===== config.mk =====
export PLATFORM = sky130hd
export DESIGN_NAME = gray_tracker_flat
export DESIGN_NICKNAME = d
export VERILOG_FILES = /design/src/rtl/gray_tracker_if.sv /design/src/rtl/gray_tracker.sv /design/src/flat_wrapper.sv
export SDC_FILE = /design/constraint.sdc
export NUM_CORES = 1
export LEC_CHECK = 0
export ABC_AREA = 0
export CORE_MARGIN = 2
export CORE_UTILIZATION = 35
export CTS_BUF_LIST = sky130_fd_sc_hd__clkbuf_8
export DETAILED_ROUTE_END_ITERATION = 16
export PLACE_DENSITY = 0.64
export SKIP_LAST_GASP = 1
export SYNTH_ARGS = -nofsm -noshare
export SYNTH_HDL_FRONTEND = slang
export SYNTH_SLANG_ARGS = --single-unit

===== constraint.sdc =====
create_clock -name Clk -period 5.3 [get_ports Clk]
set_clock_uncertainty 0.15 [all_clocks]
set_input_delay 0.795 -clock Clk [delete_from_list [all_inputs] [get_ports Clk]]
set_output_delay 0.795 -clock Clk [all_outputs]
set_load 0.005 [all_outputs]

===== src/rtl/gray_tracker_if.sv =====
// Bus between the upstream Gray counter stage and the gray_tracker consumer:
// sampled inputs (Clr, Gray, Overflow) and the registered tracking results.
interface gray_tracker_if #(
  parameter int W    = 3,
  parameter int LAPW = 8,
  parameter int ERRW = 4
);
  logic            Clr;
  logic [W-1:0]    Gray;
  logic            Overflow;
  logic [W-1:0]    Bin;
  logic            Step;
  logic            Back;
  logic            Error;
  logic [LAPW-1:0] Laps;
  logic [ERRW-1:0] ErrCnt;
  logic            Locked;

  modport master (
    output Clr, Gray, Overflow,
    input  Bin, Step, Back, Error, Laps, ErrCnt, Locked
  );

  modport slave (
    input  Clr, Gray, Overflow,
    output Bin, Step, Back, Error, Laps, ErrCnt, Locked
  );
endinterface


===== src/rtl/gray_tracker.sv =====
// Tracks a Gray-coded position counter: converts to binary, classifies each
// transition, counts net forward laps and saturating errors, resyncs on zero.
module gray_tracker #(
  parameter int W    = 3,
  parameter int LAPW = 8,
  parameter int ERRW = 4
) (
  input  logic           Clk,
  input  logic           Reset,
  gray_tracker_if.slave  bus
);

  typedef enum logic [1:0] {IDLE, LOCKED, FAULT} state_t;

  localparam logic [W-1:0]    BIN_MAX = '1;
  localparam logic [W-1:0]    BIN_ONE = W'(1);
  localparam logic [ERRW-1:0] ERR_MAX = '1;

  function automatic logic [W-1:0] gray2bin(input logic [W-1:0] g);
    logic [W-1:0] b;
    b[W-1] = g[W-1];
    for (int i = W - 2; i >= 0; i--) b[i] = b[i+1] ^ g[i];
    return b;
  endfunction

  function automatic logic [ERRW-1:0] sat_inc(input logic [ERRW-1:0] v);
    return (v == ERR_MAX) ? v : v + ERRW'(1);
  endfunction

  state_t          state_q, state_d;
  logic [W-1:0]    bin_q, bin_d;
  logic            step_q, step_d;
  logic            back_q, back_d;
  logic            error_q, error_d;
  logic [LAPW-1:0] laps_q, laps_d;
  logic [ERRW-1:0] err_cnt_q, err_cnt_d;
  logic            locked_q, locked_d;
  logic            ovf_q, ovf_d;

  logic [W-1:0] nb;
  logic [W-1:0] delta;
  logic         ovf_rise;
  logic         ovf_fall;
  logic         fwd_wrap;
  logic         bad_evt;

  assign nb       = gray2bin(bus.Gray);
  assign delta    = nb - bin_q;
  assign ovf_rise = bus.Overflow & ~ovf_q;
  assign ovf_fall = ~bus.Overflow & ovf_q;
  assign fwd_wrap = (bin_q == BIN_MAX) && (nb == '0);

  always_comb begin
    state_d   = state_q;
    bin_d     = nb;
    step_d    = 1'b0;
    back_d    = 1'b0;
    error_d   = 1'b0;
    laps_d    = laps_q;
    err_cnt_d = err_cnt_q;
    ovf_d     = bus.Overflow;
    bad_evt   = 1'b0;

    if (bus.Clr) begin
      laps_d    = '0;
      err_cnt_d = '0;
      state_d   = IDLE;
    end else begin
      unique case (state_q)
        IDLE: state_d = LOCKED;
        LOCKED: begin
          // Overflow dropping onto code zero means upstream was reset: not a jump.
          if (ovf_fall && nb == '0) begin
            state_d = LOCKED;
          end else if (ovf_rise && !fwd_wrap) begin
            bad_evt = 1'b1;
          end else if (delta == '0) begin
            state_d = LOCKED;
          end else if (delta == BIN_ONE) begin
            step_d = 1'b1;
            if (bin_q == BIN_MAX) laps_d = laps_q + LAPW'(1);
          end else if (delta == BIN_MAX) begin
            back_d = 1'b1;
            if (bin_q == '0) laps_d = laps_q - LAPW'(1);
          end else begin
            bad_evt = 1'b1;
          end
          if (bad_evt) begin
            error_d   = 1'b1;
            err_cnt_d = sat_inc(err_cnt_q);
            state_d   = FAULT;
          end
        end
        FAULT: if (nb == '0) state_d = LOCKED;
        default: state_d = IDLE;
      endcase
    end

    locked_d = (state_d == LOCKED);
  end

  // Sample stage: every output is a flop loaded from the same edge's inputs.
  always_ff @(posedge Clk or posedge Reset) begin
    if (Reset) begin
      state_q   <= IDLE;
      bin_q     <= '0;
      step_q    <= 1'b0;
      back_q    <= 1'b0;
      error_q   <= 1'b0;
      laps_q    <= '0;
      err_cnt_q <= '0;
      locked_q  <= 1'b0;
      ovf_q     <= 1'b0;
    end else begin
      state_q   <= state_d;
      bin_q     <= bin_d;
      step_q    <= step_d;
      back_q    <= back_d;
      error_q   <= error_d;
      laps_q    <= laps_d;
      err_cnt_q <= err_cnt_d;
      locked_q  <= locked_d;
      ovf_q     <= ovf_d;
    end
  end

  assign bus.Bin    = bin_q;
  assign bus.Step   = step_q;
  assign bus.Back   = back_q;
  assign bus.Error  = error_q;
  assign bus.Laps   = laps_q;
  assign bus.ErrCnt = err_cnt_q;
  assign bus.Locked = locked_q;

endmodule


===== src/flat_wrapper.sv =====
// flat-port wrapper written by rule: the top's interface ports become plain ports
module gray_tracker_flat 
#(
  parameter int W    = 3,
  parameter int LAPW = 8,
  parameter int ERRW = 4
)
  (Clk, Reset, bus_Clr, bus_Gray, bus_Overflow, bus_Bin, bus_Step, bus_Back, bus_Error, bus_Laps, bus_ErrCnt, bus_Locked);
  gray_tracker_if #(.W(W), .LAPW(LAPW), .ERRW(ERRW)) bus_i ();
  input  logic Clk;
  input  logic Reset;
  input wire logic [$bits(bus_i.Clr)-1:0] bus_Clr;
  input wire logic [$bits(bus_i.Gray)-1:0] bus_Gray;
  input wire logic [$bits(bus_i.Overflow)-1:0] bus_Overflow;
  output wire logic [$bits(bus_i.Bin)-1:0] bus_Bin;
  output wire logic [$bits(bus_i.Step)-1:0] bus_Step;
  output wire logic [$bits(bus_i.Back)-1:0] bus_Back;
  output wire logic [$bits(bus_i.Error)-1:0] bus_Error;
  output wire logic [$bits(bus_i.Laps)-1:0] bus_Laps;
  output wire logic [$bits(bus_i.ErrCnt)-1:0] bus_ErrCnt;
  output wire logic [$bits(bus_i.Locked)-1:0] bus_Locked;
  assign bus_i.Clr = bus_Clr;
  assign bus_i.Gray = bus_Gray;
  assign bus_i.Overflow = bus_Overflow;
  assign bus_Bin = bus_i.Bin;
  assign bus_Step = bus_i.Step;
  assign bus_Back = bus_i.Back;
  assign bus_Error = bus_i.Error;
  assign bus_Laps = bus_i.Laps;
  assign bus_ErrCnt = bus_i.ErrCnt;
  assign bus_Locked = bus_i.Locked;
  gray_tracker #(.W(W), .LAPW(LAPW), .ERRW(ERRW)) u_core (.Clk(Clk), .Reset(Reset), .bus(bus_i));
endmodule

==> metrics.log, run 1 <==
INFO  metric yosysMostFrequentCell = dfrtp_1
INFO  metric vias_per_cell = 5.21
INFO  metric finalHoldViolations = 0
INFO  metric worstHoldPathType = reg -> reg
INFO  metric netlist_top_cells_area = dfrtp_1 (39%), ha_1 (7.1%), mux2i_1 (5.0%)
INFO  metric wire_per_inst = ~14 um
INFO  metric synth-seq-cells = 22
INFO  metric final_instance_count_excl_fillers = 218
INFO  metric cpMaxStageDelayCell = clkdlybuf4s50_1
INFO  metric placed_cells = 214
INFO  metric synth-edff-count = 0
INFO  metric floorplan.die_area = 4530 um^2
INFO  metric worst_slew_margin_rel = 45.0%
INFO  metric wirelength = 3050 um
INFO  metric dieHeight = 67.3 um
INFO  metric globalplace.congestion = 0.876
INFO  metric flow.area_growth_from_synthesis = 26.8%
INFO  metric tns = 0 ns
INFO  metric io_pins = 26
INFO  metric worst_pin_slew = a little over 0.8 ns
INFO  metric final_net_count = 186
INFO  metric grt_use_total = 16.0%
INFO  metric final_min_period_over_clock_period = a little under 90%
INFO  metric via_count = 1135
INFO  metric cts.hold.buffers_added = 0
INFO  metric distinct_cells_synth = 41
INFO  metric post_synth_instance_area = 1400 um^2
INFO  metric die_x = 67.3 um
INFO  metric drtIter0Drc = 33
INFO  metric final_layout_size_suffix_gt1_share = 7.74%
INFO  metric timing.setup.critical_path_class = in -> reg
INFO  metric critPathCaptureType = flip-flop
INFO  metric critical_path_required = roughly 5.3 ns
INFO  metric cellPowerDensity = 310 nW/um^2
INFO  metric clk_pin_slew_worst_paths = roughly 0.080 ns
INFO  metric drcViolationCount = 0
INFO  metric ctsResizeCount = 0
INFO  metric path_cells = clkdlybuf4s50_1 > xor2_1 > xnor2_1 > ha_1 > fa_1 > xor3_4 > or3_4 > ha_1 > a21oi_1 > o2111ai_1 > o211ai_1 > mux2i_1 > mux2_1
INFO  metric maxCapViolations = 0
INFO  metric grt_antenna_before_repair = 0
INFO  metric largest_net_degree_at_the_start_of_global_routing = 23
INFO  metric status = finished, final reports clean
INFO  metric cp-start-kind = input port
INFO  metric worst_skew_pair.late_latency = 0.26 ns
INFO  metric finalSetupViolations = 0
INFO  metric finalMaxSlewViolations = 0
INFO  metric diodes = 0
INFO  metric initial_core_utilization = 35.6%
INFO  metric final.min_clock_period = between 4 and 5 ns
INFO  metric cts_tree = yes
INFO  metric total_leakage_power = 0.773 nW
INFO  metric unrepaired_setup_endpoints_after_global_routing = false
INFO  metric seq_area_frac_synth = about two fifths
INFO  metric detailedPlacementHpwl = 2340 um
INFO  metric cts_root_cell = clkbuf_8
INFO  metric first_global_vias = 1216
INFO  metric max_freq = 0.211 GHz
INFO  metric io_buffers = 25
INFO  metric buffers_inserted_by_post_cts_timing_repair = 0
INFO  metric drt-pass1-iter-count = 4
INFO  metric syn-instance-count = roughly 140
INFO  metric holdPathStages = 1
INFO  metric ff2ff_path_depth = 10
INFO  metric worst-endpoint-arrival = 4.74 ns
INFO  metric ctsHtreeMaxLevel = 1
INFO  metric rows = 23
INFO  metric yosysTopAreaCell = dfrtp_1
INFO  metric globalRoute.totalOverflow = 0
INFO  metric netlist_top_cells_count = dfrtp_1 (22), nor2_1 (16), inv_1 (13), ha_1 (8), nand2_1 (8)
INFO  metric postSynth.asyncResetShare = 100%
INFO  metric timing.critical_path.mode_cell = ha_1
INFO  metric fp.coreArea = 3940 um^2
INFO  metric total_nets_after_synthesis = 158
INFO  metric first_pass_grt_wire_length = 5540 um
INFO  metric cts_sinks = 22
INFO  metric vdd.ir_drop.worst = 108 uV
INFO  metric post_synth.cell_area_avg = 9.96 um^2
INFO  metric crit_path_largest_cell_delay = 0.61 ns
INFO  metric post-synth-top-area-fraction = 39.2%
INFO  metric final_antenna_net_count = 0
INFO  metric cts-root-to-sink-buffers = 2
INFO  metric cts_buf_count = 3
INFO  metric yosys_synthesis_warning_count = 0
INFO  metric yosys_most_used_dff = dfrtp_1
INFO  metric timing.critical_path.fanout_max = 9
==> final timing paths <==
check                                             from                             end  slack, ns
setup / recovery                           bus_Gray[2]  u_core.bus.Laps[7]$_DFFE_PP0P_       0.56
hold / removal             u_core.state_q[1]$_DFF_PP0_     u_core.state_q[0]$_DFF_PP0_       0.39
setup reg to reg           u_core.bus.Bin[0]$_DFF_PP0_  u_core.bus.Laps[7]$_DFFE_PP0P_       1.72
hold reg to reg            u_core.state_q[1]$_DFF_PP0_     u_core.state_q[0]$_DFF_PP0_       0.39
max in group asynchronous                        Reset       u_core.bus.Back$_DFF_PP0_       3.65
min in group asynchronous                        Reset  u_core.bus.Laps[5]$_DFFE_PP0P_       0.84
==> registers in the layout, indices dropped and copies added, names as in the netlist <==
name / flops
u_core.ovf_q: 1
u_core.bus.Back: 1
u_core.bus.Locked: 1
u_core.bus.Bin: 3
u_core.bus.Error: 1
u_core.bus.Laps: 8
u_core.bus.ErrCnt: 4
u_core.state_q: 2
u_core.bus.Step: 1
==> logic make-up after synthesis <==
kind of cell	Yosys count	synth area share, %
and+or+nand+nor	49	17.9
AOI/OAI and AO/OA	27	15.2
DFF	22	39.2
buffers and inverters	15	4.01
muxes	10	7.40
adders and majority gates	10	9.98
xor gates and xnor gates	8	6.33
==> routing by layer <==
metal	global-route usage (%)	vias to the layer above	wire, um
met5	0	-	0
met2	27.8	16	1540
met1	20.3	560	1410
met3	2.00	4	70
met4	5.61	0	30
li1	-	555	-
==> layout make-up <==
type | instances | area [um^2]
multi-input combinational | 104 | 797
fill | 374 | 2160
timing repair buffer | 25 | 250
tap | 50 | 62.6
clock inverter | 1 | 30.0
clock buffer | 3 | 41.3
sequential | 22 | 551
inverter | 13 | 48.8
==> worst max-delay path, delay by kind of cell <==
kind	cells	cell delay (ns)
buffers and inverters	1	0.61
XOR/XNOR	3	0.83
AND/OR/NAND/NOR	1	0.42
multiplexers	2	0.61
AO/OA/AOI/OAI	3	0.56
adder cells (fa/ha/maj)	3	0.91
==> cell usage in the layout (no fill, tap or decap), drive strengths merged, types with 2 or more instances in the layout <==
cell type / count
o2111ai: 2
xor2: 3
a21oi: 5
o31ai: 3
nand2: 8
nor2: 16
inv: 13
clkdlybuf4s50: 25
o31a: 2
nand3: 6
nor3: 5
mux2: 3
fa: 2
xnor2: 4
nor2b: 3
dfrtp: 22
nor4: 4
a211oi: 2
clkbuf: 3
ha: 8
mux2i: 7
o21a: 2
or3: 2
o21bai: 2
o21ai: 2
==> power by group <==
| group | total, mW | internal (mW) | switching, mW |
|---|---|---|---|
| Clock | 0.157 | 0.101 | 0.0563 |
| Sequential | 0.198 | 0.184 | 0.0141 |
| Combinational | 0.197 | 0.0928 | 0.104 |
| Total | 0.552 | 0.377 | 0.174 |
==> per-stage QoR <==
stage	cell area, um^2	utilization, %	hold WS [ns]	setup WS, ns	power [mW]
final	1780	45.2	0.391	0.558	0.552
after global routing	1780	45.2	0.453	0.402	0.591
after CTS	1780	45.2	0.389	0.567	0.553
after detailed placement	1710	43.4	0.377	0.290	0.396
after global placement	1710	43.4	0.364	0.410	0.389
after floorplan	1400	-	0.347	1.30	0.337
Power figures use the tool's default switching activity.
==> run 2, diff against run 1 <==
--- a/config.mk
+++ b/config.mk
@@ -7,10 +7,10 @@
 export LEC_CHECK = 0
 export ABC_AREA = 0
 export CORE_MARGIN = 2
-export CORE_UTILIZATION = 35
+export CORE_UTILIZATION = 45
 export CTS_BUF_LIST = sky130_fd_sc_hd__clkbuf_8
 export DETAILED_ROUTE_END_ITERATION = 16
-export PLACE_DENSITY = 0.64
+export PLACE_DENSITY = 0.77
 export SKIP_LAST_GASP = 1
 export SYNTH_ARGS = -nofsm -noshare
 export SYNTH_HDL_FRONTEND = slang
==> metrics.log, run 2 (synthesis results as in run 1) <==
INFO  metric status = finished, final reports clean (unchanged)
INFO  metric worstHoldPathType = reg -> reg (unchanged)
INFO  metric hold_path.startpoint = u_core.state_q[1]$_DFF_PP0_ (unchanged)
INFO  metric cts.hold.buffers_added = 0 (unchanged)
INFO  metric worst_slack_after_detailed_placement = 0.345 ns (was 0.290 ns)
INFO  metric maxCapViolations = 0 (unchanged)
INFO  metric detailedPlacementHpwl = 2110 um (was 2340 um)
INFO  metric leading_cell_types_in_the_layout_fill_and_taps_excluded = clkdlybuf4s50_1 (25), dfrtp_1 (22), nor2_1 (16) (unchanged)
INFO  metric die_x = 59.9 um (was 67.3 um)
INFO  metric timing.setup.critical_path_class = in -> reg (unchanged)
INFO  metric floorplan.die_area = 3580 um^2 (was 4530 um^2)
INFO  metric cpMaxStageDelayCell = clkdlybuf4s50_1 (unchanged)
INFO  metric clock_power_share = 28.8% (was 28.5%)
INFO  metric finalHoldViolations = 0 (unchanged)
INFO  metric first_global_vias = 1034 (was 1216)
INFO  metric diodes = 0 (unchanged)
INFO  metric flow.area_growth_from_synthesis = 25.3% (was 26.8%)
INFO  metric fp.coreArea = 3000 um^2 (was 3940 um^2)
INFO  metric cts_sinks = 22 (unchanged)
INFO  metric critPathCaptureType = flip-flop (unchanged)
INFO  metric worstHoldEndpoint = u_core.bus.Locked$_DFF_PP0_ (was u_core.state_q[0]$_DFF_PP0_)
INFO  metric drt-pass1-iter-count = 4 (unchanged)
INFO  metric worst-endpoint-arrival = 4.62 ns (was 4.74 ns)
INFO  metric drtIter0Drc = 42 (was 33)
INFO  metric ctsResizeCount = 0 (unchanged)
INFO  metric final_layout_size_suffix_gt1_share = 7.74% (unchanged)
INFO  metric final_net_count = 186 (unchanged)
INFO  metric total_internal_power = 377 uW (about the same)
INFO  metric regToRegSetupSlack = 1.79 ns (was 1.72 ns)
INFO  metric placement.cell_area = 1690 um^2 (was 1710 um^2)
INFO  metric grt_use_total = 16.4% (was 16.0%)
INFO  metric timing.rr.end = u_core.bus.Laps[7]$_DFFE_PP0P_ (unchanged)
INFO  metric p_seq_share = 36.2% (was 35.8%)
INFO  metric vias_per_cell = 5.55 (was 5.21)
INFO  metric power.switching = 168 uW (was 174 uW)
INFO  metric cts_root_cell = clkbuf_8 (unchanged)
INFO  metric globalplace.congestion = 0.809 (was 0.876)
INFO  metric critical_path_required = 5.30 ns (about the same)
INFO  metric finalInstanceArea = 1760 um^2 (was 1780 um^2)
INFO  metric grt_antenna_before_repair = 0 (unchanged)
INFO  metric vdd.ir_drop.worst = 129 uV (was 108 uV)
INFO  metric initial_core_utilization = 46.7% (was 35.6%)
INFO  metric buffers_inserted_by_post_cts_timing_repair = 0 (unchanged)
INFO  metric crit_path_largest_cell_delay = 0.59 ns (was 0.61 ns)
INFO  metric timing.critical_path.mode_cell = ha_1 (unchanged)
INFO  metric timing.critical_path.fanout_max = 9 (unchanged)
INFO  metric cellPowerDensity = 310 nW/um^2 (about the same)
INFO  metric final_min_period_over_clock_period = 87.2% (was 89.5%)
INFO  metric largest_net_degree_at_the_start_of_global_routing = 23 (unchanged)
INFO  metric final_antenna_net_count = 0 (unchanged)
INFO  metric tns = 0 ns (unchanged)
INFO  metric globalRoute.totalOverflow = 0 (unchanged)
INFO  metric dieHeight = 59.9 um (was 67.3 um)
INFO  metric layout.cells.most_common = clkdlybuf4s50_1 (unchanged)
INFO  metric total_leakage_power = 0.773 nW (unchanged)
INFO  metric power_switching_share = 30.9% (was 31.6%)
INFO  metric worst_slew_margin_rel = 43.7% (was 45.0%)
INFO  metric path_cells = clkdlybuf4s50_1 > xor2_1 > xnor2_1 > ha_1 > fa_1 > xor3_4 > or3_4 > ha_1 > a21oi_1 > o2111ai_1 > o211ai_1 > mux2i_1 > mux2_1 (unchanged)
INFO  metric worst_skew_pair.late_latency = 0.26 ns (about the same)
INFO  metric finalSetupViolations = 0 (unchanged)
INFO  metric crit-reg2reg-launch = u_core.bus.Bin[0]$_DFF_PP0_ (unchanged)
INFO  metric finalMaxSlewViolations = 0 (unchanged)
INFO  metric wirelength = 2720 um (was 3050 um)
INFO  metric clk_pin_slew_worst_paths = 0.08 ns (about the same)
INFO  metric holdPathStages = 1 (unchanged)
INFO  metric power.share.combinational = 35.1% (was 35.7%)
INFO  metric io_pins = 26 (unchanged)
INFO  metric worst_pin_slew = 0.843 ns (was 0.824 ns)
INFO  metric wire_per_inst = 13.5 um (was 14.0 um)
INFO  metric drcViolationCount = 0 (unchanged)
INFO  metric ctsHtreeMaxLevel = 1 (unchanged)
INFO  metric placed_cells = 197 (was 214)
INFO  metric rows = 20 (was 23)
INFO  metric first_pass_grt_wire_length = 4520 um (was 5540 um)
INFO  metric largest_reg_flops = 8 (unchanged)
INFO  metric final_instance_count_excl_fillers = 201 (was 218)
INFO  metric cts-root-to-sink-buffers = 2 (unchanged)
INFO  metric cts_buf_count = 3 (unchanged)
INFO  metric via_count = 1115 (was 1135)
INFO  metric ff2ff_path_depth = 10 (unchanged)
INFO  metric finalWorstSetupSlack = 0.681 ns (was 0.558 ns)
INFO  metric io_buffers = 25 (unchanged)
INFO  metric final.min_clock_period = 4.62 ns (was 4.74 ns)
INFO  metric cts_tree = yes (unchanged)
INFO  metric unrepaired_setup_endpoints_after_global_routing = false (unchanged)
INFO  metric cp-start-kind = input port (unchanged)
INFO  metric fin_total_pwr = 545 uW (was 552 uW)
INFO  metric max_freq = 0.216 GHz (was 0.211 GHz)
==> run 2: cell counts in the layout (fill, tap and decap cells not counted) <==
Identical to the previous run, type by type.
==> run 2: critical path: cells and delay by family <==
| kind | cells | cell delay (ns) |
|---|---|---|
| mux | 2 | 0.58 |
| buf+inv | 1 | 0.59 |
| simple gates | 1 | 0.42 |
| compound gates | 3 | 0.52 |
| xor+xnor | 3 | 0.79 |
| fa+ha+maj | 3 | 0.91 |
==> run 2: worst max-delay path by stage <==
stage | startpoint | to | slack (ns) | cells after the start
after floorplan | bus_Gray[2] | u_core.bus.Laps[7]$_DFFE_PP0P_ | 1.30 | 11
after global placement | bus_Gray[2] | u_core.bus.Laps[7]$_DFFE_PP0P_ | 0.44 | 13
after detailed placement | bus_Gray[2] | u_core.bus.Laps[7]$_DFFE_PP0P_ | 0.34 | 13
final | bus_Gray[2] | u_core.bus.Laps[7]$_DFFE_PP0P_ | 0.68 | 13
after global routing | bus_Gray[2] | u_core.bus.Laps[7]$_DFFE_PP0P_ | 0.47 | 13
after CTS | bus_Gray[2] | u_core.bus.Laps[7]$_DFFE_PP0P_ | 0.63 | 13
==> run 2: cell type report <==
class	count	area, um^2
Fill cell	253	1240
Timing Repair Buffer	25	250
Sequential cell	22	551
Tap cell	33	41.3
Clock inverter	1	30.0
Clock buffer	3	41.3
Multi-Input combinational cell	104	797
Inverter	13	48.8
==> run 2: power groups by stage <==
stage	clock (mW)	combinational (mW)	sequential, mW
after floorplan	0	0.137	0.200
after global placement	0	0.186	0.200
after detailed placement	0	0.192	0.201
after CTS	0.159	0.193	0.197
after global routing	0.167	0.213	0.200
final	0.157	0.191	0.197
==> run 2: layer usage <==
metal / GRT usage (%) / part of all wire, % / vias to the layer above
li1: - / - / 563
met1: 22.0 / 46 / 527
met2: 26.6 / 49 / 20
met3: 3.03 / 3.6 / 5
met4: 5.40 / 1.3 / 0
met5: 0 / 0 / -
==> run 2: stage by stage <==
step	utilization, %	hold WS (ns)
2_1_floorplan	-	0.347
3_3_place_gp	56.2	0.375
3_5_place_dp	56.2	0.388
4_1_cts	58.6	0.399
5_1_grt	58.6	0.429
6_report	58.6	0.399
==> run 3, diff against run 2 <==
--- a/config.mk
+++ b/config.mk
@@ -8,7 +8,6 @@
 export ABC_AREA = 0
 export CORE_MARGIN = 2
 export CORE_UTILIZATION = 45
-export CTS_BUF_LIST = sky130_fd_sc_hd__clkbuf_8
 export DETAILED_ROUTE_END_ITERATION = 16
 export PLACE_DENSITY = 0.77
 export SKIP_LAST_GASP = 1
==> metrics.log, run 3 (synthesis results as in run 1) <==
INFO  metric timing.critical_path.fanout_max = 9 (unchanged)
INFO  metric initial_core_utilization = 46.7% (unchanged)
INFO  metric finalSetupViolations = 0 (unchanged)
INFO  metric ctsResizeCount = 0 (unchanged)
INFO  metric regToRegSetupSlack = 1.79 ns (about the same)
INFO  metric cellPowerDensity = 298 nW/um^2 (was 310 nW/um^2)
INFO  metric first_global_vias = 1035 (was 1034)
INFO  metric diodes = 0 (unchanged)
INFO  metric setup.worst_path.end = u_core.bus.Laps[7]$_DFFE_PP0P_ (unchanged)
INFO  metric largest_net_degree_at_the_start_of_global_routing = 23 (unchanged)
INFO  metric worst_pin_slew = 0.846 ns (was 0.843 ns)
INFO  metric io_buffers = 25 (unchanged)
INFO  metric clk_pin_slew_worst_paths = 0.13 ns (was 0.08 ns)
INFO  metric ctsHtreeMaxLevel = 1 (unchanged)
INFO  metric max_freq = 0.220 GHz (was 0.216 GHz)
INFO  metric cts.hold.buffers_added = 0 (unchanged)
INFO  metric critical_path_required = 5.36 ns (was 5.30 ns)
INFO  metric layout.cells.most_common = clkdlybuf4s50_1 (unchanged)
INFO  metric critPathCaptureType = flip-flop (unchanged)
INFO  metric globalRoute.totalOverflow = 0 (unchanged)
INFO  metric worst-endpoint-arrival = 4.62 ns (about the same)
INFO  metric finalMaxSlewViolations = 0 (unchanged)
INFO  metric buffers_inserted_by_post_cts_timing_repair = 0 (unchanged)
INFO  metric final_net_count = 186 (unchanged)
INFO  metric die_x = 59.9 um (unchanged)
INFO  metric total_leakage_power = 0.765 nW (was 0.773 nW)
INFO  metric unrepaired_setup_endpoints_after_global_routing = false (unchanged)
INFO  metric final_antenna_net_count = 0 (unchanged)
INFO  metric cts-root-to-sink-buffers = 2 (unchanged)
INFO  metric drtIter0Drc = 20 (was 42)
INFO  metric worst_skew_pair.late_latency = 0.31 ns (was 0.26 ns)
INFO  metric fp.coreArea = 3000 um^2 (unchanged)
INFO  metric maxCapViolations = 0 (unchanged)
INFO  metric tns = 0 ns (unchanged)
INFO  metric drt-pass1-iter-count = 4 (unchanged)
INFO  metric wire_per_inst = 13.7 um (was 13.5 um)
INFO  metric drcViolationCount = 0 (unchanged)
INFO  metric cts_buf_count = 3 (unchanged)
INFO  metric vdd.ir_drop.worst = 133 uV (was 129 uV)
INFO  metric leading_cell_types_in_the_layout_fill_and_taps_excluded = clkdlybuf4s50_1 (25), dfrtp_1 (22), nor2_1 (16) (unchanged)
INFO  metric finalHoldViolations = 0 (unchanged)
INFO  metric placement.cell_area = 1690 um^2 (unchanged)
INFO  metric final_layout_size_suffix_gt1_share = 7.74% (unchanged)
INFO  metric vias_per_cell = 5.57 (was 5.55)
INFO  metric utilization = 58.0% (was 58.6%)
INFO  metric ff2ff_path_depth = 10 (unchanged)
INFO  metric hold_path.startpoint = u_core.state_q[1]$_DFF_PP0_ (unchanged)
INFO  metric crit-reg2reg-launch = u_core.bus.Bin[0]$_DFF_PP0_ (unchanged)
INFO  metric first_pass_grt_wire_length = 4530 um (was 4520 um)
INFO  metric final.min_clock_period = 4.55 ns (was 4.62 ns)
INFO  metric cts_sinks = 22 (unchanged)
INFO  metric timing.setup.critical_path_class = in -> reg (unchanged)
INFO  metric cts_tree = yes (unchanged)
INFO  metric grt_antenna_before_repair = 0 (unchanged)
INFO  metric globalplace.congestion = 0.809 (unchanged)
INFO  metric rows = 20 (unchanged)
INFO  metric largest_reg_flops = 8 (unchanged)
INFO  metric final_min_period_over_clock_period = 85.9% (was 87.2%)
INFO  metric timing.rr.end = u_core.bus.Laps[7]$_DFFE_PP0P_ (unchanged)
INFO  metric detailedPlacementHpwl = 2110 um (unchanged)
INFO  metric cts_root_cell = clkbuf_4 (was clkbuf_8)
INFO  metric worst_slew_margin_rel = 43.6% (was 43.7%)
INFO  metric flow.area_growth_from_synthesis = 24.0% (was 25.3%)
INFO  metric status = finished, final reports clean (unchanged)
INFO  metric grt_use_total = 16.5% (was 16.4%)
INFO  metric io_pins = 26 (unchanged)
INFO  metric wirelength = 2750 um (was 2720 um)
INFO  metric floorplan.die_area = 3580 um^2 (unchanged)
INFO  metric worstHoldPathType = reg -> reg (unchanged)
INFO  metric finalInstanceArea = 1740 um^2 (was 1760 um^2)
INFO  metric cp-start-kind = input port (unchanged)
INFO  metric critical_path.startpoint = bus_Gray[2] (unchanged)
INFO  metric dieHeight = 59.9 um (unchanged)
INFO  metric via_count = 1120 (was 1115)
==> run 3: changes by cell type in the layout (fill, tap and decap cells not counted) <==
cell	change
clkbuf_8	-3
clkbuf_4	+3
==> run 3: layout make-up <==
type                            count  area [um^2]
Fill cell                         256         1260
Multi-Input combinational cell    104          797
Sequential cell                    22          551
Timing Repair Buffer               25          250
Inverter                           13         48.8
Tap cell                           33         41.3
Clock inverter                      1         30.0
Clock buffer                        3         22.5
==> run 3: per-stage QoR <==
| step | cells | total power, mW | worst slack, ns | hold WS [ns] |
|---|---|---|---|---|
| 2_1_floorplan | 141 | 0.337 | 1.30 | 0.347 |
| 6_report | 201 | 0.519 | 0.745 | 0.405 |
| 3_5_place_dp | 197 | 0.393 | 0.345 | 0.388 |
| 3_3_place_gp | 197 | 0.385 | 0.437 | 0.375 |
| 5_1_grt | 201 | 0.553 | 0.546 | 0.435 |
| 4_1_cts | 201 | 0.523 | 0.691 | 0.405 |
==> run 3: worst max-delay path: stages <==
cell and delay (ns):
clkdlybuf4s50_1 0.59, xor2_1 0.29, xnor2_1 0.13, ha_1 0.21, fa_1 0.41, xor3_4 0.37
or3_4 0.42, ha_1 0.29, a21oi_1 0.22, o2111ai_1 0.16, o211ai_1 0.13, mux2i_1 0.24
mux2_1 0.34
==> run 3: routing by layer <==
metal	track usage, %	wire [um]	vias to the layer above	share of wire, %
li1	-	-	565	-
met1	21.8	1260	529	46
met2	26.7	1340	21	49
met3	3.03	95	5	3.5
met4	6.35	46	0	1.7
met5	0	0	-	0
==> run 3: power breakdown <==
part	total, mW	switching [mW]	internal [mW]	leakage (nW)
clock network	0.130	0.0537	0.0765	0.0279
logic	0.192	0.0994	0.0924	0.444
registers	0.197	0.0135	0.184	0.293
total	0.519	0.166	0.352	0.765
==> run 3: how the worst min path moves through the flow <==
stage	to	slack, ns	cells after the start
4_1_cts	u_core.state_q[0]$_DFF_PP0_	0.41	1
3_3_place_gp	u_core.state_q[0]$_DFF_PP0_	0.38	1
2_1_floorplan	u_core.bus.Locked$_DFF_PP0_	0.35	1
6_report	u_core.bus.Locked$_DFF_PP0_	0.40	1
5_1_grt	u_core.state_q[0]$_DFF_PP0_	0.43	1
3_5_place_dp	u_core.state_q[0]$_DFF_PP0_	0.39	1
